[src/rtl/mem_arb_pkg.sv]
// -----------------------------------------------------------------------------
// mem_arb_pkg
// Shared types and default widths for the unified-memory arbiter slice.
//   state_t : arbiter sequencer states (IDLE, ACCESS, WAIT, RESP)
//   owner_t : which requester owns the access in flight (OWN_I fetch, OWN_D data)
//   ADDR_W_DEF / DATA_W_DEF : default word-address and data widths
// -----------------------------------------------------------------------------
package mem_arb_pkg;

    localparam int ADDR_W_DEF = 30;
    localparam int DATA_W_DEF = 32;

    typedef enum logic [1:0] {
        IDLE   = 2'd0,
        ACCESS = 2'd1,
        WAIT   = 2'd2,
        RESP   = 2'd3
    } state_t;

    typedef enum logic {
        OWN_I = 1'b0,
        OWN_D = 1'b1
    } owner_t;

endpackage

[src/rtl/mem_arb_perf.sv]
// -----------------------------------------------------------------------------
// mem_arb_perf
// Free-running, wrapping 32-bit performance counters for mem_arbiter.
// Instantiated only when MEM_ARB_PERF_EN is defined.
// Ports:
//   clk, rst       : clock, synchronous active-high reset (clears all counters)
//   i_req          : fetch request from the core
//   i_gnt, d_gnt   : grants issued by the arbiter this cycle
//   perf_i_grants  : number of fetch grants
//   perf_d_grants  : number of data grants
//   perf_i_stall   : cycles with a fetch request pending but not granted
// -----------------------------------------------------------------------------
module mem_arb_perf (
    input  logic        clk,
    input  logic        rst,
    input  logic        i_req,
    input  logic        i_gnt,
    input  logic        d_gnt,
    output logic [31:0] perf_i_grants,
    output logic [31:0] perf_d_grants,
    output logic [31:0] perf_i_stall
);

    always_ff @(posedge clk) begin
        if (rst) begin
            perf_i_grants <= '0;
            perf_d_grants <= '0;
            perf_i_stall  <= '0;
        end else begin
            if (i_gnt)
                perf_i_grants <= perf_i_grants + 32'd1;
            if (d_gnt)
                perf_d_grants <= perf_d_grants + 32'd1;
            if (i_req && !i_gnt)
                perf_i_stall <= perf_i_stall + 32'd1;
        end
    end

endmodule

[src/rtl/mem_arbiter.sv]
// -----------------------------------------------------------------------------
// mem_arbiter
// Two-requester arbiter/sequencer for the single-port unified instruction/data
// memory. Fetch and load/store requests are serialised onto one memory port,
// one access in flight at a time: grant (IDLE) -> ACCESS -> WAIT x (RD_LAT-1)
// -> RESP. Data wins arbitration unless fetch has been passed over
// STARVE_LIMIT times in a row.
//
// Optional feature: define MEM_ARB_PERF_EN to add perf_i_grants,
// perf_d_grants and perf_i_stall outputs (32-bit wrapping counters).
//
// Ports:
//   clk, rst                 : clock, synchronous active-high reset
//   i_req, i_addr            : fetch request / word address (held until i_gnt)
//   i_gnt                    : fetch accepted this cycle (combinational)
//   i_rsp_valid, i_rdata     : fetch response pulse and data
//   d_req, d_we, d_addr,
//   d_wdata                  : data request (we=1 store), held until d_gnt
//   d_gnt                    : data request accepted this cycle (combinational)
//   d_rsp_valid, d_rdata     : load data / store-complete pulse
//   mem_addr, mem_wdata,
//   mem_wren, mem_rren,
//   mem_en                   : memory port controls, non-zero only in ACCESS
//   mem_rdata                : memory read data, valid RD_LAT cycles after ACCESS
// -----------------------------------------------------------------------------
module mem_arbiter
    import mem_arb_pkg::*;
#(
    parameter int ADDR_W       = ADDR_W_DEF,
    parameter int DATA_W       = DATA_W_DEF,
    parameter int RD_LAT       = 1,
    parameter int STARVE_LIMIT = 4
) (
    input  logic              clk,
    input  logic              rst,
    input  logic              i_req,
    input  logic [ADDR_W-1:0] i_addr,
    output logic              i_gnt,
    output logic              i_rsp_valid,
    output logic [DATA_W-1:0] i_rdata,
    input  logic              d_req,
    input  logic              d_we,
    input  logic [ADDR_W-1:0] d_addr,
    input  logic [DATA_W-1:0] d_wdata,
    output logic              d_gnt,
    output logic              d_rsp_valid,
    output logic [DATA_W-1:0] d_rdata,
    output logic [ADDR_W-1:0] mem_addr,
    output logic [DATA_W-1:0] mem_wdata,
    output logic              mem_wren,
    output logic              mem_rren,
    output logic              mem_en,
    input  logic [DATA_W-1:0] mem_rdata
`ifdef MEM_ARB_PERF_EN
    ,
    output logic [31:0]       perf_i_grants,
    output logic [31:0]       perf_d_grants,
    output logic [31:0]       perf_i_stall
`endif
);

    // WAIT lasts RD_LAT-1 cycles: the counter is loaded with RD_LAT-2 and
    // RESP is entered when it reaches zero.
    localparam int              CNT_W      = (RD_LAT > 2) ? $clog2(RD_LAT) : 1;
    localparam logic [CNT_W-1:0] WAIT_INIT = (RD_LAT >= 2) ? CNT_W'(RD_LAT - 2) : '0;
    localparam logic [2:0]      STARVE_LIM = 3'(STARVE_LIMIT);

    state_t            state;
    owner_t            owner;
    logic [ADDR_W-1:0] lat_addr;
    logic              lat_we;
    logic [DATA_W-1:0] lat_wdata;
    logic [CNT_W-1:0]  wait_cnt;
    logic [2:0]        starve_cnt;

    logic idle_ok;
    logic access_ok;
    logic resp_ok;
    logic fetch_wins;

    // Outputs are forced to zero while rst is high so that a reset landing in
    // any state (including an aborted ACCESS/RESP) shows no grant or pulse.
    assign idle_ok   = (state == IDLE)   && !rst;
    assign access_ok = (state == ACCESS) && !rst;
    assign resp_ok   = (state == RESP)   && !rst;

    // A lone requester always wins; with both pending, fetch wins only once
    // it has been passed over STARVE_LIMIT times.
    assign fetch_wins = i_req && (!d_req || (starve_cnt == STARVE_LIM));

    assign i_gnt = idle_ok && fetch_wins;
    assign d_gnt = idle_ok && d_req && !fetch_wins;

    assign mem_en    = access_ok;
    assign mem_wren  = access_ok && lat_we;
    assign mem_rren  = access_ok && !lat_we;
    assign mem_addr  = access_ok ? lat_addr  : '0;
    assign mem_wdata = access_ok ? lat_wdata : '0;

    assign i_rsp_valid = resp_ok && (owner == OWN_I);
    assign d_rsp_valid = resp_ok && (owner == OWN_D);
    assign i_rdata     = i_rsp_valid ? mem_rdata : '0;
    assign d_rdata     = d_rsp_valid ? mem_rdata : '0;

    // NOTE: sequential state uses non-blocking assignments so every register
    // samples the pre-edge values regardless of statement order.
    always_ff @(posedge clk) begin
        if (rst) begin
            // NOTE: the request latches are reset as well so mem_* never
            // carries stale data from a previous run, even in simulation.
            state      <= IDLE;
            owner      <= OWN_I;
            lat_addr   <= '0;
            lat_we     <= 1'b0;
            lat_wdata  <= '0;
            wait_cnt   <= '0;
            starve_cnt <= '0;
        end else begin
            case (state)
                IDLE: begin
                    if (!i_req || i_gnt)
                        starve_cnt <= '0;
                    else if (d_gnt && (starve_cnt != 3'd7))
                        starve_cnt <= starve_cnt + 3'd1;

                    if (i_gnt) begin
                        owner     <= OWN_I;
                        lat_addr  <= i_addr;
                        lat_we    <= 1'b0;
                        lat_wdata <= '0;
                        state     <= ACCESS;
                    end else if (d_gnt) begin
                        owner     <= OWN_D;
                        lat_addr  <= d_addr;
                        lat_we    <= d_we;
                        lat_wdata <= d_wdata;
                        state     <= ACCESS;
                    end
                end
                ACCESS: begin
                    if (RD_LAT == 1) begin
                        state <= RESP;
                    end else begin
                        wait_cnt <= WAIT_INIT;
                        state    <= WAIT;
                    end
                end
                WAIT: begin
                    if (wait_cnt == '0)
                        state <= RESP;
                    else
                        wait_cnt <= wait_cnt - 1'b1;
                end
                RESP: begin
                    state <= IDLE;
                end
                default: begin
                    state <= IDLE;
                end
            endcase
        end
    end

`ifdef MEM_ARB_PERF_EN
    mem_arb_perf u_perf (
        .clk           (clk),
        .rst           (rst),
        .i_req         (i_req),
        .i_gnt         (i_gnt),
        .d_gnt         (d_gnt),
        .perf_i_grants (perf_i_grants),
        .perf_d_grants (perf_d_grants),
        .perf_i_stall  (perf_i_stall)
    );
`endif

endmodule

[config.mk]
export PLATFORM = sky130hd
export DESIGN_NAME = mem_arbiter
export DESIGN_NICKNAME = d
export VERILOG_FILES = /design/src/rtl/mem_arb_pkg.sv /design/src/rtl/mem_arb_perf.sv /design/src/rtl/mem_arbiter.sv
export SDC_FILE = /design/constraint.sdc
export NUM_CORES = 1
export LEC_CHECK = 0
export CAP_MARGIN = 20
export CORE_ASPECT_RATIO = 1.2
export CORE_MARGIN = 4
export CORE_UTILIZATION = 35
export CTS_CLUSTER_DIAMETER = 120
export DETAILED_ROUTE_END_ITERATION = 10
export PLACE_DENSITY = 0.91
export SLEW_MARGIN = 20
export SYNTH_ARGS = -nofsm -noshare
export SYNTH_HDL_FRONTEND = slang
export SYNTH_SLANG_ARGS = --single-unit
[constraint.sdc]
create_clock -name clk -period 2.3 [get_ports clk]
set_input_delay 0.345 -clock clk [delete_from_list [all_inputs] [get_ports clk]]
set_output_delay 0.345 -clock clk [all_outputs]
set_load 0.02 [all_outputs]
==> metrics.md <==
| Metric | Value |
|---|---|
| Status | `complete, no violations` |
| Ports | `262` |
| Layout Skew | `0.0112 ns` |
| Post-Synthesis Cells | `494` |
| Detailed placer's ending HPWL | `10.6 mm` |
| Worst-path maximum fanout | `33` |
| Starting DRT DRC Count | `166` |
| Startpoint types | `register` |
| RSZ-0062 raised after global routing | `no` |
| CTS Hold Buffers Added | `0` |
| Setup_tns | `0 ns` |
| CTS sink count | `69` |
| VDD IR max | `0.000459 V` |
| Clock Tree Root | `clkbuf_16` |
| First-pass GRT wire length | `21.7 mm` |
| Final setup viols | `0` |
| R2R setup slack | `0.38 ns` |
| FF-to-FF Start | `state[0]` |
| Post-Synthesis Cell Area | `0.00369 sq mm` |
| Crit share post-route | `0.962` |
| Post-CTS Setup Repair Bufs | `0` |
| Initial antenna violation count | `0` |
| CTS tree | `yes` |
| Final ANT Viol Nets | `0` |
| Die Footprint | `0.0123 sq mm` |
| Core Util, Final | `0.652` |
| Layout area overhead | `79.4%` |
| Clock transition at path regs | `0.06 ns` |
| Synth warn | `0` |
| Routed wire length | `13.8 mm` |
| CP max stage delay | `0.38 ns` |
| Flop pwr share | `0.365` |
| H-tree levels | `3` |
| FF/Latch Area | `0.00138 sq mm` |
| Fillers | `917` |
| Crit path DAT | `1.87 ns` |
| Diodes inserted | `0` |
| Comb power frac | `0.220` |
| Vias | `4,226` |
| DRT Pass-1 Iters | `4` |
| Worst hold slack | `0.303 ns` |
| Max Freq | `452 MHz` |
| Crit path max-delay cell type | `dfxtp_1` |
| Maxcap violations | `0` |
| Post-CTS resize count | `129` |
| Slew Limit Fails | `0` |
| Final Worst Setup Slack | `0.0885 ns` |
| CTS Buffer Depth | `2` |
| Area of the multi-input gates | `0.00209 sq mm` |
| Power Internal | `0.00268 W` |
| Gr usage total | `0.220` |
| Final #Nets | `872` |
| Worst setup path class | `register to output port` |
| Avg Inst Size Synth | `7.47 sq um` |
| Switching Share | `0.268` |
| Reg2Reg Depth | `6` |
| WL per Instance | `15.9 um` |
| Net count after synthesis | `629` |
| Total gr overflow | `0` |
| Skew-Pair Late Insertion Delay | `0.32 ns` |
| Post-synth EDFFs | `0` |
| PwrDens | `553 mW/mm^2` |
| Clock share of power | `0.415` |
| CP Capture Type | `output port` |
| Min-delay src | `rst` |
| Worst slew pin tran | `0.620 ns` |
| Most frequent cells in the layout | `and2_1, clkdlybuf4s50_1, dlygate4sd2_1` |
| Starting density of the core | `0.363` |
| Async set-reset flop share out of synthesis | `0` |
| Largest net degree at the start of global routing | `60` |
| Reg-to-reg endpoint | `lat_addr[1]` |
| Fraction of layout cells with a size suffix above 1 | `0.0539` |
| Worst hold endpoint | `owner` |
| Die width | `102 um` |
| Worst-path cell chain | `ha_1 > nor3b_2 > buf_12 > and2_1 > dlygate4sd2_1` |
| Inserted Clock Buffers | `9` |
| Worst slew margin | `0.582` |
| Psw | `0.000981 W` |
| Netlist cell types | `27` |
| Worst Path Required | `1.96 ns` |
| Min-Delay Path Class | `input pin to register` |
| Vias per cell | `4.87` |
| Period minus WS final | `2.21 ns` |
| Vias in the first global route | `4,360` |
| Port Buffer Count | `261` |
| Die Y | `120 um` |
| Place WS | `0.0739 ns` |
| Overall power | `0.00366 W` |
| Yosys reg bits | `69` |
| Hold Path Stages | `2` |
| Sequential fraction of the synthesis area | `0.374` |
| Routability cong. | `0.892` |
| Final Hold Fails | `0` |
| Row count | `40` |
| Core area | `0.0102 sq mm` |
| Drt drc | `0` |
| Top FF cell, synth | `dfxtp_1` |
| Lkg Pwr | `3.18 nW` |
==> state kept, by name, indices dropped and copies added (netlist names) <==
register and flops:
state 2, lat_addr 30, owner 1, lat_we 1, lat_wdata 32, starve_cnt 3
==> worst max-delay path by stage <==
stage,startpoint,endpoint,slack (ns)
final,state[0],i_rdata[4],0.09
after global routing,state[0],i_rdata[4],0.003
after CTS,state[0],d_rsp_valid,0.01
after detailed placement,d_req,d_gnt,0.07
after global placement,d_req,d_gnt,0.06
after floorplan,state[0],i_rdata[22],0.40
==> power by group through the flow <==
stage	sequential (W)	clock (W)	combinational, W
after floorplan	0.00135	0	0.000413
after global placement	0.00136	0	0.000819
after detailed placement	0.00136	0	0.000844
after CTS	0.00134	0.00156	0.000814
after global routing	0.00135	0.00161	0.000885
final	0.00134	0.00152	0.000806
==> logic make-up (layout without fill, tap and decap cells) <==
logic type | after synthesis | after routing | share of synthesized area
AND/OR/NAND/NOR | 299 | 299 | 0.400
multiplexers | 1 | 1 | 0.00271
AO/OA/AOI/OAI | 73 | 73 | 0.140
adder cells (fa/ha/maj) | 6 | 6 | 0.0203
flip-flops | 69 | 69 | 0.374
buffers and inverters | 46 | 294 | 0.0624
==> worst max-delay path, delay by kind of cell, from the launching register on <==
| family | cells | cell delay (ns) |
|---|---|---|
| flops | 1 | 0.38 |
| simple gates | 2 | 0.39 |
| buf+inv | 2 | 0.56 |
| fa+ha+maj | 1 | 0.21 |
==> stage by stage <==
step,std cells,instance area (sq um)
3_3_place_gp,852,6440
5_1_grt,868,6620
4_1_cts,868,6610
3_5_place_dp,852,6440
6_report,868,6620
2_1_floorplan,494,3690
==> cell usage after synthesis (2+ instances only) <==
cell type,count,area share
nor2b_1,2,0.0034
dfxtp_1,69,0.37
nor2_1,42,0.043
a311oi_1,29,0.069
inv_1,5,0.0051
nand2_1,120,0.12
a21oi_1,30,0.041
buf_6,5,0.015
and2_1,128,0.22
nor3_1,2,0.0027
clkbuf_1,26,0.026
ha_1,6,0.020
a22oi_1,6,0.012
o21ai_0,3,0.0041
buf_4,3,0.0061
buf_2,7,0.0095
==> routing by layer <==
layer / up-vias / track usage / share of wire / wire length (um)
met3: 28 / 0.0791 / 0.084 / 1160
met5: - / 0 / 0 / 0
met1: 1955 / 0.251 / 0.38 / 5280
met2: 151 / 0.379 / 0.51 / 7010
li1: 2092 / - / - / -
met4: 0 / 0.0690 / 0.024 / 327
==> cell type report <==
class                           instances  area share
Tap cell                              126      0.0238
Sequential cell                        69       0.209
Timing Repair Buffer                  273       0.399
Clock inverter                          6      0.0140
Inverter                                5     0.00283
Multi-Input combinational cell        379       0.316
Clock buffer                           10      0.0361
(Power assumes the default switching activity.)
